<file path="src/rtl/adc_frame_sequencer.sv">
// Frames the ADC sample stream into FRAME_LEN-beat AXI-Stream packets under
// software control (START/STOP/CLR_CNT edges), with counters and diagnostics.
module adc_frame_sequencer #(
    parameter int FRAME_LEN = 1024,
    parameter int DATA_W    = 32
) (
    input  logic              clk,
    input  logic              reset,
    input  logic [31:0]       ctrl,
    output logic [31:0]       clear_mask,
    input  logic [DATA_W-1:0] adc_data,
    input  logic              adc_valid,
    output logic [DATA_W-1:0] m_tdata,
    output logic              m_tvalid,
    input  logic              m_tready,
    output logic              m_tlast,
    output logic [31:0]       frame_counter,
    output logic [31:0]       overflow_counter,
    output logic [31:0]       diagnostics
);

    localparam int IDX_W = $clog2(FRAME_LEN);
    localparam logic [IDX_W-1:0] LAST_IDX = IDX_W'(FRAME_LEN - 1);

    localparam logic [1:0] ST_IDLE    = 2'd0;
    localparam logic [1:0] ST_CAPTURE = 2'd1;
    localparam logic [1:0] ST_FINISH  = 2'd2;

    // Command bit order in cmd_q/mask_q: [0] START, [1] STOP, [2] CLR_CNT.
    logic [2:0]        cmd_q, cmd_d;
    logic [2:0]        mask_q, mask_d;
    logic [1:0]        state_q, state_d;
    logic [7:0]        rem_q, rem_d;
    logic              cont_q, cont_d;
    logic              stop_q, stop_d;
    logic [IDX_W-1:0]  idx_q, idx_d;
    logic [DATA_W-1:0] tdata_q, tdata_d;
    logic              tvalid_q, tvalid_d;
    logic              tlast_q, tlast_d;
    logic [31:0]       fcnt_q, fcnt_d;
    logic [31:0]       ocnt_q, ocnt_d;

    logic start_e, stop_e, clr_e;
    logic hs, done, slot_free, to_finish;
    logic unused_ctrl;

    assign start_e   = ctrl[0] & ~cmd_q[0];
    assign stop_e    = ctrl[1] & ~cmd_q[1];
    assign clr_e     = ctrl[3] & ~cmd_q[2];
    assign hs        = tvalid_q & m_tready;
    assign done      = hs & tlast_q;
    assign slot_free = ~tvalid_q | m_tready;

    always_comb begin
        cmd_d     = {ctrl[3], ctrl[1], ctrl[0]};
        mask_d[0] = start_e | (mask_q[0] & ctrl[0]);
        mask_d[1] = stop_e  | (mask_q[1] & ctrl[1]);
        mask_d[2] = clr_e   | (mask_q[2] & ctrl[3]);
        state_d   = state_q;
        rem_d     = rem_q;
        cont_d    = cont_q;
        stop_d    = stop_q;
        idx_d     = idx_q;
        tdata_d   = tdata_q;
        tvalid_d  = tvalid_q & ~m_tready;
        tlast_d   = tlast_q;
        fcnt_d    = done ? fcnt_q + 32'd1 : fcnt_q;
        ocnt_d    = ocnt_q;
        to_finish = 1'b0;

        case (state_q)
            ST_IDLE: begin
                if (start_e && !stop_e) begin
                    rem_d   = (ctrl[15:8] == 8'd0) ? 8'd1 : ctrl[15:8];
                    cont_d  = ctrl[2];
                    idx_d   = '0;
                    stop_d  = 1'b0;
                    state_d = ST_CAPTURE;
                end
            end
            ST_CAPTURE: begin
                if (done) begin
                    if (!cont_q) rem_d = rem_q - 8'd1;
                    to_finish = stop_q | stop_e | (~cont_q & (rem_q == 8'd1));
                end else if (stop_e) begin
                    // Nothing of the current frame exists yet: stop without a partial frame.
                    if (idx_q == '0 && !tvalid_q) to_finish = 1'b1;
                    else                          stop_d    = 1'b1;
                end
                if (to_finish) begin
                    state_d = ST_FINISH;
                end else if (adc_valid) begin
                    if (slot_free) begin
                        tdata_d  = adc_data;
                        tvalid_d = 1'b1;
                        tlast_d  = (idx_q == LAST_IDX);
                        idx_d    = (idx_q == LAST_IDX) ? '0 : idx_q + 1'b1;
                    end else if (ocnt_q != '1) begin
                        ocnt_d = ocnt_q + 32'd1;
                    end
                end
            end
            ST_FINISH: begin
                if (!tvalid_q) begin
                    state_d = ST_IDLE;
                    stop_d  = 1'b0;
                end
            end
            default: state_d = ST_IDLE;
        endcase

        if (clr_e) begin
            fcnt_d = '0;
            ocnt_d = '0;
        end
    end

    always_ff @(posedge clk) begin
        if (reset) begin
            cmd_q    <= '0;
            mask_q   <= '0;
            state_q  <= ST_IDLE;
            rem_q    <= '0;
            cont_q   <= 1'b0;
            stop_q   <= 1'b0;
            idx_q    <= '0;
            tdata_q  <= '0;
            tvalid_q <= 1'b0;
            tlast_q  <= 1'b0;
            fcnt_q   <= '0;
            ocnt_q   <= '0;
        end else begin
            cmd_q    <= cmd_d;
            mask_q   <= mask_d;
            state_q  <= state_d;
            rem_q    <= rem_d;
            cont_q   <= cont_d;
            stop_q   <= stop_d;
            idx_q    <= idx_d;
            tdata_q  <= tdata_d;
            tvalid_q <= tvalid_d;
            tlast_q  <= tlast_d;
            fcnt_q   <= fcnt_d;
            ocnt_q   <= ocnt_d;
        end
    end

    assign clear_mask       = {28'd0, mask_q[2], 1'b0, mask_q[1:0]};
    assign m_tdata          = tdata_q;
    assign m_tvalid         = tvalid_q;
    assign m_tlast          = tlast_q;
    assign frame_counter    = fcnt_q;
    assign overflow_counter = ocnt_q;
    assign diagnostics      = {16'(idx_q), rem_q, 5'd0, tvalid_q & ~m_tready, state_q};
    assign unused_ctrl      = ^{ctrl[31:16], ctrl[7:4]};

endmodule

</file>
<file path="config.mk">
export PLATFORM = sky130hd
export DESIGN_NAME = adc_frame_sequencer
export DESIGN_NICKNAME = d
export VERILOG_FILES = /design/src/rtl/adc_frame_sequencer.sv
export SDC_FILE = /design/constraint.sdc
export NUM_CORES = 1
export LEC_CHECK = 0
export ABC_AREA = 1
export CAP_MARGIN = 30
export CORE_MARGIN = 2
export CORE_UTILIZATION = 40
export CTS_BUF_LIST = sky130_fd_sc_hd__clkbuf_4
export DETAILED_ROUTE_END_ITERATION = 10
export GPL_TIMING_DRIVEN = 1
export HOLD_SLACK_MARGIN = 0.02
export PLACE_DENSITY = 0.75
export SYNTH_ARGS = -nofsm -noshare
export SYNTH_HDL_FRONTEND = slang
export SYNTH_SLANG_ARGS = --single-unit
</file>
<file path="constraint.sdc">
create_clock -name clk -period 4.7 [get_ports clk]
set_clock_uncertainty 0.1 [all_clocks]
set_input_delay 1.41 -clock clk [delete_from_list [all_inputs] [get_ports clk]]
set_output_delay 1.41 -clock clk [all_outputs]
set_load 0.01 [all_outputs]
</file>
==> run summary <==
The share of post-route cells with drive strength above 1 works out to 0.0534. Post-CTS timing repair inserted 0 buffers for setup. The worst slew margin relative to its limit is 0.485, and the post-synthesis sequential element count is 126. The tools report the setup slack of the most critical reg-to-reg path as 2.39 ns.

STA puts the critical path data required time at 3.19 ns. The diode insertion count for antenna repair is 0, and the number of enable-type register cells in the synthesized netlist is 0. The analysis attributes to cell leakage a power of 3.35 nW. The worst hold path passes through 2 cells. The number of cells on the worst reg-to-reg path is 8.

For the final routed database, the setup TNS stands at 0 ns. Across the run, the number of max-cap violations was 0. The clock tree root driver cell was sky130_fd_sc_hd__clkbuf_4.

The congestion estimate from routability-driven global placement came to 0.924. Total global routing track utilization: 0.213. sky130_fd_sc_hd__dfxtp_1 takes more of the synthesized area than any other cell. For this design the ratio of total power to cell area is 240 mW/mm^2. For this run, the top clock speed supported by timing is 236 MHz. The synthesized area per cell is 6.34 um^2, and the area share of the largest cell type after synthesis is 0.356.

For the violation count after the first detailed-routing iteration, the log shows 477. The post-detailed-route via-to-cell ratio is 4.89. Dividing the detail-routed wire length by the instance count gives 13.1 um. Clock-pin slew was measured on the worst setup and hold paths at 0.10 ns. The logs give 0.0173 mm^2 for the area of the core region and 0 for the number of setup violations in the final report. By area the synthesized netlist is led by sky130_fd_sc_hd__dfxtp_1 (36%), sky130_fd_sc_hd__nand2_1 (16%), sky130_fd_sc_hd__nor2_1 (11%).

The worst setup path is launched from a primary input. The final critical delay including setup and external delays was 4.24 ns; the utilization after layout was 0.525. For this run, design rule violations remaining after detail routing come to 0. The fraction of the cycle the final worst path needs works out to 0.902.

The run gives 0 as the count of cells resized by post-cts repair. The tools report the count of endpoints failing hold in the final timing report as 0. The tools report the number of global-route vias before repair as 6,768.

The number of port buffers works out to 169. In this run the most critical hold path is launched from stop_q$_SDFFE_PP0P_. Summed over all nets, the half-perimeter wirelength after detailed placement is 14,800 um.

Summing every instance area after synthesis gives 0.00709 mm^2. On the final layout, the worst hold slack is 0.366 ns. The filler cells instantiated in the layout total 1,725. Counting distinct cell types in the post-synthesis netlist gives 39. The floorplan step set the die height to 137 um. From synthesis to final layout, the design area changed by 27.9%. 230 I/O pins were placed.

In the synthesized netlist, the cells that appear most often are sky130_fd_sc_hd__nand2_1 (309), sky130_fd_sc_hd__nor2_1 (203), sky130_fd_sc_hd__dfxtp_1 (126), sky130_fd_sc_hd__inv_1 (98), sky130_fd_sc_hd__a21oi_1 (76). For this run, the number of Yosys warnings is 0. Once detail routing completed, the nets flagged for antenna violations numbered 0. Data arrives at the worst endpoint at 2.73 ns. The logs give 0.254 mV for the worst vdd rail ir drop and 7,410 for the via count of the routed design.

The worst hold path terminates at stop_q$_SDFFE_PP0P_. The H-tree was split into 4 levels. The run gives 0.0188 mm^2 as the area enclosed by the die boundary. Summing all multi-input logic gate instances after layout gives 0.00387 mm^2. The clock passes through at most 2 buffers.

Along the worst path, the maximum fanout reaches 3. For this design, the sink count on the clock tree is 126. Setup repair after global routing left no endpoint under its margin. The die is 137 um wide. The clock reaches the later pin of the worst-skew pair after 0.55 ns. The run finished with clean final reports. The predominant post-synthesis flop cell is sky130_fd_sc_hd__dfxtp_1. The starting density of the core came out at 0.410. For the sequential cell area, the log shows 0.00252 mm^2. The run gives 0 as the number of hold buffers added after CTS. Kind of end point of the critical path: an output port.

The category of the most critical setup path was primary input to output port. Row generation in the floorplan step produced 48 rows. The total global routing overflow came out at 0. The most numerous cell in the Yosys netlist was sky130_fd_sc_hd__nand2_1. In this run the critical register-to-register path is launched from m_tvalid$_SDFF_PP0_. The tools report the total placed instance area as 0.00878 mm^2. The final instance area came out at 0.00908 mm^2.

For the pin with the worst max-slew slack, the measured transition is 0.772 ns. The worst register-to-register path ends at idx_q[8]$_SDFFE_PP0P_. TritonCTS built the clock tree.

The logs give 5 for the first-pass iteration count of the detailed router and 17 for the TritonCTS buffer count. The count of pins over their slew limit came out at 0. Largest net degree at the start of global routing: 43. The proportion of register bits with asynchronous set or reset after synthesis was 0. In the final design database the tool counted 1,352 nets. Type of the worst min-delay path: register to register. Synthesis produced a netlist whose cell count is 1,119. The run gives 0.356 as the sequential fraction of the synthesis area. The initial antenna violation count is 0, and the final wirelength is 19,800 um. The wire length of the first global-routing pass came out at 32,100 um.
sequential cells by signal, summed over array words and instances, names as in the netlist:
register,cells
frame_counter,32
m_tdata,32
overflow_counter,32
idx_q,10
rem_q,8
cmd_q,3
mask_q,3
state_q,2
cont_q,1
m_tlast,1
m_tvalid,1
stop_q,1
layout make-up:
cell class,instances,area share
Multi-Input combinational cell,856,0.426
Tap cell,225,0.0310
Clock buffer,18,0.0149
Sequential cell,126,0.278
Timing Repair Buffer,173,0.190
Clock inverter,14,0.0172
Inverter,104,0.0433
metal layers:
layer,part of all wire,track usage
met1,0.41,0.249
met2,0.48,0.364
met3,0.095,0.0776
met4,0.013,0.0664
met5,0,0
cell usage in the layout, fill, tap and decap left out, types with 3 or more instances in the layout:
cell type	netlist	final
sky130_fd_sc_hd__nand2_1	309	309
sky130_fd_sc_hd__nor2_1	203	203
sky130_fd_sc_hd__clkdlybuf4s50_1	0	169
sky130_fd_sc_hd__dfxtp_1	126	126
sky130_fd_sc_hd__inv_1	98	98
sky130_fd_sc_hd__a21oi_1	76	76
sky130_fd_sc_hd__o21ai_0	55	55
sky130_fd_sc_hd__nand3_1	50	50
sky130_fd_sc_hd__conb_1	1	40
sky130_fd_sc_hd__nor3_1	31	31
sky130_fd_sc_hd__clkbuf_4	0	18
sky130_fd_sc_hd__xor2_1	14	14
sky130_fd_sc_hd__nand4_1	12	12
sky130_fd_sc_hd__nand3b_1	10	10
sky130_fd_sc_hd__nor2_2	10	10
sky130_fd_sc_hd__o21ai_1	8	7
sky130_fd_sc_hd__nand2_2	6	6
sky130_fd_sc_hd__ha_1	6	6
sky130_fd_sc_hd__inv_2	5	5
sky130_fd_sc_hd__o21a_1	4	4
sky130_fd_sc_hd__inv_6	0	4
sky130_fd_sc_hd__buf_4	40	4
sky130_fd_sc_hd__o21bai_1	3	3
sky130_fd_sc_hd__a211oi_1	3	3
sky130_fd_sc_hd__xnor2_1	3	3
sky130_fd_sc_hd__clkinvlp_4	0	3
worst max path at each step:
stage / start / end / slack [ns]
after floorplan: m_tready / diagnostics[2] / 1.52
after global placement: m_tready / diagnostics[2] / 0.50
after detailed placement: m_tready / diagnostics[2] / 0.47
after CTS: m_tready / diagnostics[2] / 0.46
after global routing: m_tready / diagnostics[2] / 0.41
final: m_tready / diagnostics[2] / 0.46
power breakdown:
part | internal (mW) | switching, mW
clock | 0.331 | 0.449
combinational | 0.123 | 0.157
sequential | 1.10 | 0.0230
per-stage QoR:
stage | std cells | setup WS [ns] | power (mW)
floorplan | 1158 | 1.52 | 1.32
global placement | 1484 | 0.505 | 1.42
detailed placement | 1484 | 0.474 | 1.42
CTS | 1516 | 0.461 | 2.20
global route | 1516 | 0.411 | 2.28
finish | 1516 | 0.460 | 2.18
kinds of logic after synthesis:
kind of cell / Yosys count / share of synthesized area
compound gates: 152 / 0.113
xor+xnor: 17 / 0.0210
fa+ha+maj: 6 / 0.0106
buf+inv: 176 / 0.122
flops: 126 / 0.356
other cells: 1 / 0.000529
simple gates: 641 / 0.378
worst max-delay path: stages:
cell                              delay, ns
sky130_fd_sc_hd__clkdlybuf4s50_1       0.47
sky130_fd_sc_hd__nor2_1                0.25
sky130_fd_sc_hd__clkdlybuf4s50_1       0.60
No activity file was read; power rests on OpenSTA's default activity.
==> variant 1 (same flow settings) <==
Make the reset (`reset`) asynchronous in one clocked block.
--- a/src/rtl/adc_frame_sequencer.sv
+++ b/src/rtl/adc_frame_sequencer.sv
@@ -117,3 +117,3 @@
 
-    always_ff @(posedge clk) begin
+    always_ff @(posedge clk or posedge reset) begin
         if (reset) begin
Function: differs if reset is asserted again (counterexample within 4 cycles, from zero or initial values and one cycle with reset high); with reset held inactive, the same outputs for 4 cycles.
==> variant 1 against the original RTL <==
Count of clock-buffer cells in the layout stayed put; critical path depth is the same; synthesized area increased by 8.6%; final area grew 6.8%; sequential cell count is the same; wire length is 5.6% higher; setup slack better by 67 ps; hold slack gained 14 ps; critical endpoint unchanged.
Power is not compared: it rests on default switching activity, and its combinational part moved more than twofold at a synthesized area within 25%.
==> variant 1: results (changes against the original RTL) <==
[grt]
gr-usage-all-layers_pct=20.8  ; -0.57 points
grt_pass1_wl_um=33900  ; +5.4%
grt_pass1_vias=6780  ; +0.18%
antenna_found_initial=1  ; +1
grt_max_degree=86  ; +100%

[placement]
place_hpwl_um=15300  ; +3.5%
gp_congestion=0.960  ; +4.0%
post_dp_cell_area_um2=9390  ; +6.9%
io_buffer_count=169  ; unchanged

[logic_synthesis]
yosysWarningCount=0  ; unchanged
ys_top_cells_by_count=346 x nand2_1, 142 x nor2_1, 126 x dfrtp_1
ys.flop_type=dfrtp_1
ys_seq_area_share_pct=40.9  ; +5.4 points
yosys-top-cells-area=dfrtp_1 41%, nand2_1 17%, nand3_1 7.2%, nor2_1 6.9%, inv_1 4.4%
synthAdderAreaFrac_pct=0.975  ; -0.083 points
synth_mux_area_share_pct=0  ; unchanged
synth-xor-area-share_pct=1.59  ; -0.51 points
synth.distinct_cells=48  ; +23%
async_flop_share_pct=100  ; +100 points
synth_compound_area_share_pct=6.04  ; -5.2 points

[critical_path]
arrival_ps=2660  ; -70 ps
worstPathMaxFanout=2  ; -1

[clock_tree]
clock_latency_ps=550  ; about the same
post_cts_buffers=0  ; unchanged
ctsResizeCount=0  ; unchanged
root_buffer=clkbuf_4
htreeDepth=4  ; unchanged
clk_pin_slew_ps=110
cts_buffers=17  ; unchanged
cts_max_path_buffers=2  ; unchanged

[run_status]
status=finished, final reports clean

[cells_and_area]
drive_above_1_share_pct=5.91  ; +0.56 points
num_antenna_cells=0  ; unchanged
final.fill_count=1796  ; +4.1%
fin_nets=1316  ; -2.7%

[routing]
drt_iter0_markers=574  ; +20%
routed_wl_um=20900  ; +5.6%
drt_pass1_iterations=5  ; unchanged
viasPerCell=5.05  ; +3.4%

[pwr]
cellInternalPower_uw=2440
power.leakage_uw=0.00442
ir_drop_mv=0.278

[timing]
slew_violations=0  ; unchanged
slew_headroom_pct=37.0  ; -11 points

[worst_hold_path]
worst_hold_path_type=flip-flop to flip-flop

## variant 1: changes by cell type after synthesis, moves of 37 or more
cell / before / now
nand3_1: 50 / 111
a21oi_1: 76 / 33
dfrtp_1: 0 / 126
nor2_1: 203 / 142
nand2_1: 309 / 346
dfxtp_1: 126 / 0
## variant 1: cell type report
type,count,area [um^2],share of cell area [%]
Sequential cell,126,3150,32.5
Inverter,97,370,3.82
Timing Repair Buffer,174,1740,18.0
Clock buffer,18,135,1.39
Tap cell,234,293,3.02
Clock inverter,12,164,1.69
Multi-Input combinational cell,826,3830,39.6
## variant 1: cells by family (layout without fill, tap and decap cells)
| group | count (synthesis) | after routing |
|---|---|---|
| and+or+nand+nor | 684 | 684 |
| buffers and inverters | 167 | 301 |
| DFF | 126 | 126 |
| AOI/OAI and AO/OA | 82 | 82 |
| xor gates and xnor gates | 14 | 14 |
| adders and majority gates | 6 | 6 |
| other | 1 | 40 |
## variant 1: through the flow
step / setup slack, ps / total power (uW) / instances / hold slack, ps / util, %
final: 527 / 4000 / 1487 / 379 / 51.6
after global routing: 492 / 4270 / 1487 / 399 / 51.6
after CTS: 519 / 4040 / 1487 / 384 / 51.6
after detailed placement: 529 / 3200 / 1457 / 358 / 50.0
after global placement: 559 / 3170 / 1457 / 353 / 50.0
after floorplan: 1620 / 2470 / 1119 / 354 / -
## variant 1: final timing paths
kind / end / cells past startpoint / slack [ps] / startpoint
worst max-delay path: diagnostics[2] / 3 / 530 / m_tready
worst min-delay path: m_tdata[21]$_DFFE_PP0P_ / 2 / 380 / m_tdata[21]$_DFFE_PP0P_
worst max register to register: rem_q[2]$_DFFE_PP0P_ / 6 / 2130 / state_q[0]$_DFFE_PP0P_
worst min register to register: m_tdata[21]$_DFFE_PP0P_ / 2 / 380 / m_tdata[21]$_DFFE_PP0P_
max in group asynchronous: overflow_counter[18]$_DFFE_PP0P_ / 3 / 2590 / reset
min in group asynchronous: m_tdata[20]$_DFFE_PP0P_ / 2 / 1110 / reset
## variant 1: power groups by stage
stage               clock (uW)  combinational, uW  sequential, uW
floorplan                    0                784            1680
global placement             0               1550            1620
detailed placement           0               1580            1620
CTS                        841               1590            1610
global route               892               1730            1650
finish                     818               1570            1610
## variant 1: routing by layer
layer / wire length (um) / vias to the layer above / part of all wire [%] / GRT usage (%)
li1: - / 3719 / - / -
met1: 9200 / 3455 / 44 / 27.8
met2: 9560 / 301 / 46 / 32.3
met3: 1760 / 38 / 8.4 / 6.17
met4: 401 / 2 / 1.9 / 6.88
met5: 7 / - / 0.033 / 0
## variant 1: critical path, cell delays in order
cell and delay [ps]:
clkdlybuf4s50_1 500, nor2_2 200, clkdlybuf4s50_1 560
==> variant 2 (same settings) <==
Made on the original files. Change the parameter `FRAME_LEN` from 1024 to 4096.
--- a/src/rtl/adc_frame_sequencer.sv
+++ b/src/rtl/adc_frame_sequencer.sv
@@ -3,3 +3,3 @@
 module adc_frame_sequencer #(
-    parameter int FRAME_LEN = 1024,
+    parameter int FRAME_LEN = 4096,
     parameter int DATA_W    = 32
Formal check against the unedited RTL: same outputs for any inputs over 4 cycles, from zero or initial values and one cycle with reset high; that may be too few to reach the edited logic, so the function may still have changed.
==> variant 2 against the original RTL <==
Setup slack improved by 16 ps; sequential cell count increased by 2; synthesized area increased by 2.8%; core utilization decreased by 0.86 points; final area increased by 1.8%; critical endpoint unchanged; total power decreased by 1.1%; wire length increased by 3.7%; synthesized cell count increased by 1.6%; critical path depth unchanged.
==> variant 2: results (changes against the original RTL) <==
[run_status]
status=finished, final reports clean

[critical_path]
worstPathMaxFanout=4  ; +1
reg2reg_from=state_q[0]$_SDFFE_PP0P_
r2r_slack_ps=1800  ; -590 ps
worstRegToRegCells=7  ; -1
r2r_end=rem_q[3]$_SDFFE_PP0P_

[cells_and_area]
final.fill_count=1809  ; +4.9%
drive_above_1_share_pct=5.73  ; +0.38 points
fin_nets=1371  ; +1.4%

[grt]
grt_pass1_vias=6830  ; +0.92%
grt_max_degree=49  ; +14%
grt_pass1_wl_um=33800  ; +5.3%
grt_use_met1_pct=27.5  ; +2.7 points
grt_util_met3_pct=6.32  ; -1.4 points

[routing]
drt_iter0_markers=525  ; +10%
met3_length_um=1410  ; -25%
wl_met2_um=9640  ; +1.9%
num_vias=7553  ; +1.9%
routed_wl_um=20600  ; +3.7%

[logic_synthesis]
yosys-top-cells-area=dfxtp_1 35%, nand2_1 18%, nor2_1 8.4%, a21oi_1 7.2%, nand3_1 5.6%
synth.distinct_cells=38  ; -2.6%
ys_top_cells_by_count=342 x nand2_1, 164 x nor2_1, 128 x dfxtp_1
syn_area_per_cell_um2=6.41  ; +1.1%

[pwr]
ir_drop_mv=0.127  ; -50%

[timing]
whs_ps=362  ; -3.87 ps

-- variant 2: changes by cell type in the layout (fill, tap and decap cells not counted), sizes merged, moves of 4 or more --
cell    before  now
nand2      316  350
o21ai       64   35
nor2       216  175
inv        109   98
nand4       12   16
clkbuf      18   23
nand3       51   84
nor3        33   21
a21oi       76  105
nand3b      10   14
-- variant 2: area by class of cell --
type | instances | share of cell area [%]
multi-input combinational | 876 | 43.6
clock buffer | 23 | 1.87
clock inverter | 8 | 0.718
antenna | 2 | 0.0542
sequential | 128 | 27.7
timing repair buffer | 176 | 18.9
tap | 229 | 3.10
inverter | 98 | 4.01
-- variant 2: logic make-up (layout without fill, tap and decap cells) --
| group | Yosys count | after routing | synth area share, % |
|---|---|---|---|
| simple gates | 665 | 665 | 39.5 |
| buf+inv | 170 | 305 | 11.6 |
| compound gates | 148 | 148 | 10.4 |
| flops | 128 | 128 | 35.1 |
| xor+xnor | 19 | 19 | 2.28 |
| fa+ha+maj | 6 | 6 | 1.03 |
| other cells | 1 | 40 | 0.0514 |
-- variant 2: worst max-delay path by stage --
stage	slack, ps	endpoint	startpoint
after CTS	470	diagnostics[2]	m_tready
after global routing	430	diagnostics[2]	m_tready
final	480	diagnostics[2]	m_tready
after detailed placement	480	diagnostics[2]	m_tready
after floorplan	1610	diagnostics[2]	m_tready
after global placement	480	diagnostics[2]	m_tready
-- variant 2: through the flow --
stage | power [uW] | instance area, um^2 | setup slack (ps)
after detailed placement | 1480 | 9000 | 476
after global routing | 2270 | 9240 | 427
after floorplan | 1370 | 7430 | 1610
final | 2160 | 9240 | 476
after CTS | 2190 | 9240 | 472
after global placement | 1480 | 9000 | 480
-- variant 2: report_power, final --
part | internal (uW) | switching, uW
registers | 1120 | 30.2
clock network | 289 | 405
logic | 137 | 179
total | 1540 | 614
